### config.mk
export PLATFORM = sky130hd
export DESIGN_NAME = ifetch
export DESIGN_NICKNAME = d
export VERILOG_FILES = /design/src/rtl/ifetch.sv
export SDC_FILE = /design/constraint.sdc
export NUM_CORES = 1
export LEC_CHECK = 0
export BUFFER_PORTS_ARGS = -buffer_cell sky130_fd_sc_hd__buf_2
export CAP_MARGIN = 20
export CORE_MARGIN = 2
export CORE_UTILIZATION = 55
export CTS_BUF_LIST = sky130_fd_sc_hd__clkbuf_16
export CTS_CLUSTER_SIZE = 24
export DETAILED_ROUTE_END_ITERATION = 7
export PLACE_DENSITY = 0.85
export SYNTH_ARGS = -nofsm -noshare
export SYNTH_HDL_FRONTEND = slang
export SYNTH_SLANG_ARGS = --single-unit
### constraint.sdc
create_clock -name clk -period 3.3 [get_ports clk]
set_clock_uncertainty 0.2 [all_clocks]
set_input_delay 0.33 -clock clk [delete_from_list [all_inputs] [get_ports clk]]
set_output_delay 0.33 -clock clk [all_outputs]
set_load 0.005 [all_outputs]
### src/rtl/ifetch.sv
// ---------------------------------------------------------------------------
// ifetch -- instruction fetch front end
//
// Drives a byte address into a combinational, little-endian instruction
// memory and captures each returned 32-bit word together with its PC in a
// small in-order queue. Decode drains the queue through a valid/ready
// handshake. A redirect from execute flushes the queue and restarts fetch.
// Fetch stops on a bad (misaligned or out-of-range) address. After the older
// good instructions have drained, fault is raised.
//
// Parameters:
//   RESET_PC   fetch address loaded on reset
//   QDEPTH     queue depth in entries (power of 2, >= 2)
//   MEM_BYTES  instruction memory size in bytes, used for range checking
//
// Ports:
//   clk, rst          clock; synchronous active-high reset
//   imem_addr   out   byte address to the instruction memory (= fetch_pc)
//   imem_data   in    instruction word at imem_addr (combinational)
//   redirect    in    flush the queue and restart fetch at redirect_pc
//   redirect_pc in    new fetch address
//   out_valid   out   queue head holds an instruction
//   out_ready   in    decode accepts the head this cycle
//   out_ins     out   head instruction (0 when empty)
//   out_pc      out   head PC (0 when empty)
//   fault       out   fetch stopped on a bad address and the queue is empty
// ---------------------------------------------------------------------------
module ifetch #(
    parameter logic [31:0] RESET_PC  = 32'h0,
    parameter int unsigned QDEPTH    = 2,
    parameter int unsigned MEM_BYTES = 80
) (
    input  logic        clk,
    input  logic        rst,
    output logic [31:0] imem_addr,
    input  logic [31:0] imem_data,
    input  logic        redirect,
    input  logic [31:0] redirect_pc,
    output logic        out_valid,
    input  logic        out_ready,
    output logic [31:0] out_ins,
    output logic [31:0] out_pc,
    output logic        fault
);

    localparam int unsigned PTR_W = (QDEPTH > 1) ? $clog2(QDEPTH) : 1;
    localparam int unsigned CNT_W = $clog2(QDEPTH + 1);

    logic [31:0]      fetch_pc_q, fetch_pc_d;
    logic [PTR_W-1:0] head_q, head_d;
    logic [PTR_W-1:0] tail_q, tail_d;
    logic [CNT_W-1:0] count_q, count_d;
    logic             bad_q, bad_d;
    logic [31:0]      pc_mem_q  [QDEPTH];
    logic [31:0]      pc_mem_d  [QDEPTH];
    logic [31:0]      ins_mem_q [QDEPTH];
    logic [31:0]      ins_mem_d [QDEPTH];

    logic             pop;
    logic             push;
    logic             bad_addr;
    logic [32:0]      last_byte;

    // Registered-only outputs: no path from out_ready to out_valid.
    assign imem_addr = fetch_pc_q;
    assign out_valid = (count_q != '0);
    assign out_ins   = out_valid ? ins_mem_q[head_q] : '0;
    assign out_pc    = out_valid ? pc_mem_q[head_q]  : '0;
    assign fault     = bad_q & (count_q == '0);

    always_comb begin
        pop       = out_valid & out_ready;
        // 33-bit sum so an address near 2^32 cannot wrap back into range.
        last_byte = {1'b0, fetch_pc_q} + 33'd3;
        bad_addr  = (fetch_pc_q[1:0] != 2'b00) || (last_byte >= 33'(MEM_BYTES));
        // A pop frees a slot in the same cycle, so a full queue still pushes.
        push      = !redirect && !bad_q && !bad_addr &&
                    ((count_q < CNT_W'(QDEPTH)) || pop);

        fetch_pc_d = fetch_pc_q;
        head_d     = head_q;
        tail_d     = tail_q;
        count_d    = count_q;
        bad_d      = bad_q;
        pc_mem_d   = pc_mem_q;
        ins_mem_d  = ins_mem_q;

        if (redirect) begin
            // Flush everything, including an entry popped this cycle; that
            // pop has already been seen by decode as a completed transfer.
            fetch_pc_d = redirect_pc;
            head_d     = '0;
            tail_d     = '0;
            count_d    = '0;
            bad_d      = 1'b0;
        end else begin
            if (pop) begin
                head_d = head_q + 1'b1;
            end
            if (push) begin
                pc_mem_d[tail_q]  = fetch_pc_q;
                ins_mem_d[tail_q] = imem_data;
                tail_d            = tail_q + 1'b1;
                fetch_pc_d        = fetch_pc_q + 32'd4;
            end
            if (bad_addr) begin
                bad_d = 1'b1;
            end
            unique case ({push, pop})
                2'b10:   count_d = count_q + 1'b1;
                2'b01:   count_d = count_q - 1'b1;
                default: count_d = count_q;
            endcase
        end
    end

    always_ff @(posedge clk) begin
        if (rst) begin
            fetch_pc_q <= RESET_PC;
            head_q     <= '0;
            tail_q     <= '0;
            count_q    <= '0;
            bad_q      <= 1'b0;
            for (int unsigned i = 0; i < QDEPTH; i++) begin
                pc_mem_q[i]  <= '0;
                ins_mem_q[i] <= '0;
            end
        end else begin
            fetch_pc_q <= fetch_pc_d;
            head_q     <= head_d;
            tail_q     <= tail_d;
            count_q    <= count_d;
            bad_q      <= bad_d;
            pc_mem_q   <= pc_mem_d;
            ins_mem_q  <= ins_mem_d;
        end
    end

endmodule

==> impl_metrics.json, run 1 <==
{
  "async_flop_share_pct": 0,
  "synth_top_area_share_pct": 43.4,
  "cap_violations": 0,
  "synth.avg_cell_area_sq_um": 9.70,
  "grt_pass1_vias": 6066,
  "hpwl_um": 11300,
  "ys_top_cells_by_count": "166 x mux2i_1, 165 x dfxtp_1, 111 x nand2b_1",
  "die_area_sq_mm": 0.0148,
  "fin_util_pct": 74.9,
  "numCtsBuffers": 17,
  "cts.path.max_buffers": 2,
  "maxClockFrequency_mhz": 297,
  "path_common_cell": "and4_1",
  "cts.sinks": 165,
  "nNetsFinal": 1068,
  "setup_viol": 1,
  "slowest_stage": "dfxtp_2",
  "cp.arrival_ps": 3460,
  "grt_pass1_wl_um": 29600,
  "vias_per_cell": 5.45,
  "drt_wl_total_um": 19700,
  "seq_area_sq_mm": 0.00333,
  "rr_startpoint": "imem_addr[2]$_SDFFE_PP0P_",
  "crit_type": "reg -> reg",
  "cts-root-buf": "clkbuf_16",
  "p_per_area_mw_per_mm2": 438,
  "synth-seq-cells": 165,
  "fin_crit_ps": 3370,
  "hold_viol_final": 0,
  "path_clk_slew_ps": 60,
  "fp.dieW_um": 122,
  "die_h_um": 122,
  "syn-num-nets": 854,
  "crit_chain": "ha_1, and3_2, and4_1, o41ai_2, o311ai_2, a2111oi_4, and4_1, buf_4, nand2_4, ha_4, xnor2_2, nor2_2, xnor2_1, nor3_1",
  "cp_slowest_stage_delay_ps": 330,
  "overflow": 0,
  "outcome": "finished with violations",
  "min-delay-start": "imem_data[11]",
  "worstSkewPairLatency_ps": 430,
  "ys_seq_area_share_pct": 43.4,
  "firstDrtPassIters": 5,
  "track_usage_pct": 25.2,
  "synth_edf_count": 0,
  "synthDistinctLibCells": 55,
  "hold_path.class": "in -> reg",
  "drv_slew": 0,
  "nFillCells": 915,
  "gp_congestion": 0.912,
  "dr_total_vias": 6471,
  "violations": "negative setup slack",
  "drive_above_1_share_pct": 26.9,
  "worstPathRequired_ps": 3390,
  "htreeDepth": 4,
  "ys_warn_count": 0,
  "antenna_found_initial": 0,
  "synth.most_common_cell": "mux2i_1",
  "r2r_cells": 14,
  "drc_errors": 0,
  "endpoint_kind": "flop",
  "drt_iter0_markers": 423,
  "worstMarginPinSlew_ps": 719,
  "syn-instance-count": 784,
  "cp_max_fo": 5,
  "power_w": 0.00438,
  "ys.flop_type": "dfxtp_1",
  "rows": 42,
  "rsz0062_at_grt": "true",
  "port-buffer-count": 165,
  "multi_input_area_sq_mm": 0.00416,
  "core_sq_mm": 0.0133,
  "fin_ws_ps": -67.8,
  "wl_per_cell_um": 16.6,
  "netlist_area_sq_mm": 0.00760,
  "netlist.top_cell.by_area": "dfxtp_1",
  "cts_tree": "done",
  "diodes": 0,
  "peakVddDrop_mv": 0.317,
  "r2r_end": "count_q[1]$_SDFFE_PP0P_",
  "holdPathStages": 3,
  "p_leak_nw": 3.85,
  "startpoint_type": "flop",
  "antenna_left": 0,
  "min_to": "ins_mem_q[11]$_SDFFE_PP0P_",
  "fin_crit_sh_pct": 102,
  "area.growth.synth_to_final_pct": 31.6,
  "r2r_slack_ps": -70,
  "io_pins": 166,
  "max_slew_margin_pct": 51.9,
  "ys_top_cells_by_area": "dfxtp_1 43%, mux2i_1 22%, nand2b_1 9.1%",
  "initial_core_util_pct": 57.0,
  "grt_start_max_net_pins": 74
}
## how the worst max path moves through the flow
| stage | start | end | slack, ps | cells after the start |
|---|---|---|---|---|
| 3_3_place_gp | imem_addr[17]$_SDFFE_PP0P_ | pc_mem_q[16]$_SDFFE_PP0P_ | 140 | 9 |
| 2_1_floorplan | imem_addr[2]$_SDFFE_PP0P_ | count_q[1]$_SDFFE_PP0P_ | 190 | 13 |
| 5_1_grt | imem_addr[2]$_SDFFE_PP0P_ | count_q[1]$_SDFFE_PP0P_ | -170 | 14 |
| 6_report | imem_addr[2]$_SDFFE_PP0P_ | count_q[1]$_SDFFE_PP0P_ | -70 | 14 |
| 3_5_place_dp | imem_addr[2]$_SDFFE_PP0P_ | ins_mem_q[50]$_SDFFE_PP0P_ | 30 | 10 |
| 4_1_cts | imem_addr[2]$_SDFFE_PP0P_ | ins_mem_q[50]$_SDFFE_PP0P_ | 20 | 10 |
## logic make-up after synthesis
| family | Yosys count | share of synthesized area [%] |
|---|---|---|
| flops | 165 | 43.4 |
| compound gates | 33 | 3.75 |
| mux | 166 | 21.9 |
| buf+inv | 63 | 3.97 |
| fa+ha+maj | 2 | 0.329 |
| xor+xnor | 11 | 1.27 |
| simple gates | 344 | 25.4 |
## critical path: cells and delay by family (launching register included)
family | cells | cell delay, ps
flip-flops | 1 | 330
XOR/XNOR | 2 | 400
AND/OR/NAND/NOR | 6 | 960
buffers and inverters | 1 | 140
adder cells (fa/ha/maj) | 2 | 430
AO/OA/AOI/OAI | 3 | 760
## layer usage
layer | GRT usage (%) | vias up | part of all wire, %
met4 | 11.5 | 0 | 3.1
met1 | 32.8 | 3040 | 43
met5 | 0 | - | 0
li1 | - | 3113 | -
met2 | 40.7 | 258 | 49
met3 | 4.73 | 60 | 5.4
## power breakdown
group          internal (W)  total (W)  switching (W)
Combinational      0.000180   0.000345       0.000165
Sequential          0.00202    0.00206      0.0000404
Clock               0.00118    0.00198       0.000797
Total               0.00338    0.00438        0.00100
## registers in the layout (all words and copies together) (netlist names)
| signal | cells |
|---|---|
| bad_q | 1 |
| count_q | 2 |
| head_q | 1 |
| imem_addr | 32 |
| ins_mem_q | 64 |
| pc_mem_q | 64 |
| tail_q | 1 |
## cells in the final DEF, fill, tap and decap left out, types with 2 or more instances in the layout
cell type,n
nand2_1,9
bufinv_16,3
nor3_4,2
dfxtp_4,4
buf_12,5
dfxtp_2,11
nor3_2,2
nor3b_1,27
a311oi_1,3
mux2i_1,166
buf_2,164
or4_1,3
or3_1,6
and2_1,31
nand4_1,5
or2_2,2
dlygate4sd3_1,52
nor4_2,3
clkinv_2,4
nand3_1,8
nand2b_1,111
xnor2_1,7
nand4_4,2
nor3_1,10
nor4_1,3
buf_4,23
clkinvlp_4,4
xor2_1,3
and4_1,2
o21ai_0,8
clkbuf_16,18
a31oi_1,4
nor2_1,101
and3_1,3
buf_6,2
dfxtp_1,150
inv_1,12
## per-stage QoR
| step | setup TNS, ps | area (sq um) | setup slack, ps | cells | hold WS (ps) |
|---|---|---|---|---|---|
| finish | -67.8 | 10000 | -67.8 | 1187 | 11.9 |
| global route | -3310 | 10000 | -173 | 1187 | 10.7 |
| CTS | 0 | 9730 | 17.0 | 1176 | 0.936 |
| detailed placement | 0 | 8620 | 33.0 | 1092 | 243 |
| global placement | 0 | 8620 | 137 | 1092 | 242 |
| floorplan | 0 | 7600 | 193 | 784 | 230 |
## cell type report
type | count | area share, %
Multi-Input combinational cell | 557 | 41.6
Clock buffer | 17 | 4.25
Tap cell | 176 | 2.20
Clock inverter | 15 | 1.65
Sequential cell | 165 | 33.3
Timing Repair Buffer | 247 | 16.6
Inverter | 10 | 0.375
## what timing repair did
action / 4_1_cts / 5_1_grt
resized for setup: 0 / 43
setup endpoints to repair: 0 / 134
hold buffers: 52 / 0
endpoints found under the hold margin: 70 / 0
setup buffers: 0 / 9
Power figures use the tool's default switching activity.
==> inputs of run 2 (changes only) <==
--- a/config.mk
+++ b/config.mk
@@ -7,6 +7,7 @@
 export LEC_CHECK = 0
 export BUFFER_PORTS_ARGS = -buffer_cell sky130_fd_sc_hd__buf_2
 export CAP_MARGIN = 20
+export CORE_ASPECT_RATIO = 0.9
 export CORE_MARGIN = 2
 export CORE_UTILIZATION = 55
 export CTS_BUF_LIST = sky130_fd_sc_hd__clkbuf_16
==> impl_metrics.json, run 2 (synthesis results as in run 1) <==
{
  "seq_area_sq_mm": 0.00331,
  "rr_startpoint": "imem_addr[10]$_SDFFE_PP0P_",
  "hold_viol_final": 0,
  "min-delay-start": "imem_data[26]",
  "placed_area_sq_mm": 0.00866,
  "crit_type": "reg -> reg",
  "fp.dieW_um": 128,
  "setup_viol": 0,
  "endpoint_kind": "flop",
  "gp_congestion": 0.896,
  "cts.path.max_buffers": 2,
  "peakVddDrop_mv": 0.357,
  "initial_core_util_pct": 56.7,
  "outcome": "finished, final reports clean",
  "fin_crit_ps": 3280,
  "track_usage_pct": 25.6,
  "grt_start_max_net_pins": 85,
  "antenna_found_initial": 0,
  "drt_wl_total_um": 20000,
  "hpwl_um": 11500,
  "cts.sinks": 165,
  "area.growth.synth_to_final_pct": 31.7,
  "path_clk_slew_ps": 60,
  "pre_cts_ws_ps": 23.6,
  "vias_per_cell": 5.50,
  "fin_ws_ps": 17.5,
  "grt_pass1_vias": 6287,
  "rows": 40,
  "worstMarginPinSlew_ps": 740,
  "startpoint": "imem_addr[10]$_SDFFE_PP0P_",
  "fin_crit_sh_pct": 99.5,
  "worstPathRequired_ps": 3400,
  "cts-root-buf": "clkbuf_16",
  "nFillCells": 917,
  "setup-tns-final_ps": 0,
  "max_slew_margin_pct": 50.7,
  "cp_max_fo": 8,
  "r2r_cells": 10,
  "mostFrequentLayoutCells": "166 x mux2i_1, 164 x buf_2, 159 x dfxtp_1",
  "antenna_left": 0,
  "htreeDepth": 4,
  "p_leak_nw": 3.87,
  "startpoint_type": "flop",
  "cap_violations": 0,
  "drive_above_1_share_pct": 26.2,
  "firstDrtPassIters": 5,
  "port-buffer-count": 165,
  "wl_per_cell_um": 16.8,
  "drc_errors": 0,
  "io_pins": 166,
  "overflow": 0,
  "numCtsBuffers": 17,
  "core_sq_mm": 0.0134,
  "maxClockFrequency_mhz": 305,
  "diodes": 0,
  "final_cell_area_sq_mm": 0.0100,
  "drv_slew": 0,
  "final_common_cell": "mux2i_1",
  "multi_input_area_sq_mm": 0.00412,
  "holdPathStages": 3,
  "nNetsFinal": 1076,
  "die_area_sq_mm": 0.0148,
  "p_per_area_mw_per_mm2": 426,
  "cts_tree": "done",
  "power_w": 0.00426,
  "drt_iter0_markers": 459,
  "dr_total_vias": 6526,
  "worstSkewPairLatency_ps": 420,
  "grt_pass1_wl_um": 30300,
  "die_h_um": 116,
  "cp.arrival_ps": 3390,
  "hold_path.class": "in -> reg"
}
-- run 2: final cells by class --
type                       count  share of cell area, %
clock inverter                15                   1.24
tap                          168                   2.10
multi-input combinational    556                   41.2
timing repair buffer         256                   17.8
clock buffer                  17                   4.25
inverter                      10                  0.375
sequential                   165                   33.1
-- run 2: path summary, 6_finish.rpt --
path / to / slack, ps
min reg2reg: pc_mem_q[10]$_SDFFE_PP0P_ / 260
min: ins_mem_q[58]$_SDFFE_PP0P_ / 10
max reg2reg: imem_addr[2]$_SDFFE_PP0P_ / 20
max: imem_addr[2]$_SDFFE_PP0P_ / 20
-- run 2: power by group --
group	switching, W	total [W]	internal (W)
sequential	0.0000376	0.00206	0.00202
clock	0.000773	0.00186	0.00109
combinational	0.000164	0.000346	0.000181
-- run 2: critical path, cell delays in order (launching register included) --
cell and delay (ps):
dfxtp_1 360, and3_2 280, and4_1 220, o41ai_2 350, o311ai_2 190, a2111oi_4 380, buf_4 180, nand4_4 150
buf_4 190, or3_1 330, a311oi_1 320
-- run 2: per-stage QoR --
| stage | hold slack (ps) | utilization, % | cells |
|---|---|---|---|
| after floorplan | 230 | - | 784 |
| after global placement | 242 | 64.5 | 1089 |
| after detailed placement | 243 | 64.5 | 1089 |
| after CTS | 0.851 | 72.4 | 1172 |
| after global routing | 16.0 | 74.7 | 1187 |
| final | 11.4 | 74.7 | 1187 |
-- run 2: per-layer routing --
metal,up-vias,GRT usage [%],routed length [um]
met4,0,11.4,603
met5,-,0,0
met3,68,5.63,1140
met1,3068,32.7,8920
met2,274,42.1,9330
li1,3116,-,-
-- run 2: repair_timing --
item | 4_1_cts | 5_1_grt
hold buffers | 51 | 0
endpoints found under the hold margin | 58 | 0
setup endpoints to repair | 0 | 104
gates resized for setup | 0 | 28
buffers inserted | 0 | 11
==> inputs of run 3 (changes only) <==
--- a/config.mk
+++ b/config.mk
@@ -13,7 +13,7 @@
 export CTS_BUF_LIST = sky130_fd_sc_hd__clkbuf_16
 export CTS_CLUSTER_SIZE = 24
 export DETAILED_ROUTE_END_ITERATION = 7
-export PLACE_DENSITY = 0.85
+export PLACE_DENSITY = 0.8
 export SYNTH_ARGS = -nofsm -noshare
 export SYNTH_HDL_FRONTEND = slang
 export SYNTH_SLANG_ARGS = --single-unit
==> impl_metrics.json, run 3 (synthesis results as in run 1) <==
{
  "outcome": "finished, final reports clean",
  "dr_total_vias": 6243,
  "die_area_sq_mm": 0.0148,
  "r2r_slack_ps": 40,
  "min_to": "ins_mem_q[28]$_SDFFE_PP0P_",
  "grt_start_max_net_pins": 88,
  "grt.met3_usage_pct": 6.09,
  "cap_violations": 0,
  "peakVddDrop_mv": 0.332,
  "path_common_cell": "and3_4",
  "pre_cts_ws_ps": 27.3,
  "holdPathStages": 3,
  "fin_crit_ps": 3260,
  "die_h_um": 116,
  "cts.path.max_buffers": 2,
  "cts.sinks": 165,
  "cts-root-buf": "clkbuf_16",
  "worstPathRequired_ps": 3450,
  "track_usage_pct": 24.3,
  "path_clk_slew_ps": 60,
  "drt_wl_total_um": 18300,
  "gp_congestion": 0.895,
  "numCtsBuffers": 17,
  "maxClockFrequency_mhz": 307,
  "fin_util_pct": 72.4,
  "vias_per_cell": 5.35,
  "cp_max_fo": 16,
  "crit_chain": "ha_2, and3_4, a31oi_1, o41ai_2, o311ai_2, a2111oi_4, and4_4, buf_4, and3_4, buf_12, mux2i_1",
  "htreeDepth": 4,
  "core_sq_mm": 0.0134,
  "firstDrtPassIters": 4,
  "overflow": 0,
  "drt_iter0_markers": 292,
  "worstMarginPinSlew_ps": 814,
  "slowest_stage": "a2111oi_4",
  "crit_type": "reg -> reg",
  "final_common_cell": "mux2i_1",
  "hold_path.class": "in -> reg",
  "cp_slowest_stage_delay_ps": 440,
  "nFillCells": 986,
  "rows": 40,
  "area.growth.synth_to_final_pct": 27.6,
  "antenna_found_initial": 0,
  "p_per_area_mw_per_mm2": 420,
  "p_leak_nw": 3.73,
  "fin_ws_ps": 41.2,
  "port-buffer-count": 165,
  "initial_core_util_pct": 56.7,
  "hpwl_um": 11200,
  "diodes": 0,
  "wl_per_cell_um": 15.6,
  "hold_viol_final": 0,
  "drv_slew": 0,
  "io_pins": 166,
  "drc_errors": 0,
  "cts_tree": "done",
  "grt_pass1_vias": 6044,
  "worstSkewPairLatency_ps": 430,
  "grt.met1_usage_pct": 29.7,
  "max_slew_margin_pct": 45.7,
  "min-delay-start": "imem_data[28]",
  "setup_viol": 0,
  "r2r_end": "ins_mem_q[12]$_SDFFE_PP0P_",
  "drive_above_1_share_pct": 24.6,
  "cp.arrival_ps": 3410,
  "nNetsFinal": 1057,
  "met2_usage_pct": 40.9,
  "fin_crit_sh_pct": 98.8,
  "r2r_cells": 11,
  "grt_pass1_wl_um": 28600,
  "antenna_left": 0,
  "endpoint_kind": "flop",
  "fp.dieW_um": 128,
  "startpoint_type": "flop",
  "mostFrequentLayoutCells": "166 x mux2i_1, 164 x buf_2, 158 x dfxtp_1",
  "top_usage_layer": "met2",
  "rr_startpoint": "imem_addr[2]$_SDFFE_PP0P_"
}
[run 3: changes by cell type in the layout (fill, tap and decap cells not counted), moves of 2 or more]
cell,change
buf_12,-2
buf_4,-9
buf_6,-4
bufinv_16,-2
clkbuf_16,-3
clkinv_1,+4
inv_1,-2
[run 3: stage by stage]
| step | cell area [sq um] | setup TNS, ps | total power, W | hold WS [ps] | std cells |
|---|---|---|---|---|---|
| 2_1_floorplan | 7600 | 0 | 0.00224 | 230 | 784 |
| 3_3_place_gp | 8590 | 0 | 0.00235 | 242 | 1083 |
| 3_5_place_dp | 8590 | 0 | 0.00235 | 247 | 1083 |
| 4_1_cts | 9580 | 0 | 0.00407 | 0.228 | 1164 |
| 5_1_grt | 9700 | -552 | 0.00421 | 4.61 | 1168 |
| 6_report | 9700 | 0 | 0.00407 | 8.66 | 1168 |
[run 3: repair_timing]
| action | CTS | global route |
|---|---|---|
| buffers inserted | 0 | 3 |
| hold buffers | 49 | 1 |
| endpoints found under the hold margin | 62 | 1 |
| gates resized for setup | 0 | 24 |
| endpoints found under the setup margin | 0 | 115 |
[run 3: critical path, delay by kind of cell, from the launching register on]
| family | cells | cell delay, ps |
|---|---|---|
| and+or+nand+nor | 3 | 770 |
| adders and majority gates | 1 | 220 |
| muxes | 1 | 230 |
| AOI/OAI and AO/OA | 4 | 1080 |
| buffers and inverters | 2 | 310 |
| DFF | 1 | 340 |
[run 3: worst max path at each step]
stage	from	end	slack [ps]	cells past startpoint
final	imem_addr[2]$_SDFFE_PP0P_	ins_mem_q[12]$_SDFFE_PP0P_	40	11
after global routing	imem_addr[3]$_SDFFE_PP0P_	count_q[1]$_SDFFE_PP0P_	-70	13
after CTS	imem_addr[5]$_SDFFE_PP0P_	count_q[1]$_SDFFE_PP0P_	20	11
after detailed placement	imem_addr[5]$_SDFFE_PP0P_	count_q[1]$_SDFFE_PP0P_	30	11
after global placement	imem_addr[2]$_SDFFE_PP0P_	count_q[1]$_SDFFE_PP0P_	160	12
after floorplan	imem_addr[2]$_SDFFE_PP0P_	count_q[1]$_SDFFE_PP0P_	190	13
[run 3: layout make-up]
type / instances / area (sq um) / share of cell area, %
Clock buffer: 17 / 425 / 4.38
Clock inverter: 15 / 72.6 / 0.748
Inverter: 10 / 37.5 / 0.387
Multi-Input combinational cell: 556 / 4100 / 42.3
Sequential cell: 165 / 3310 / 34.2
Tap cell: 168 / 210 / 2.17
Timing Repair Buffer: 237 / 1540 / 15.9
[run 3: layer usage]
layer,routed length [um],vias to the layer above
li1,-,3083
met1,8090,2924
met2,8690,187
met3,932,49
met4,558,0
met5,0,-
[run 3: power by group]
| part | switching (W) | internal (W) | total [W] | leakage, nW |
|---|---|---|---|---|
| clock | 0.000762 | 0.000933 | 0.00170 | 0.254 |
| combinational | 0.000152 | 0.000167 | 0.000319 | 2.14 |
| sequential | 0.0000383 | 0.00202 | 0.00206 | 1.34 |
| total | 0.000952 | 0.00312 | 0.00407 | 3.73 |
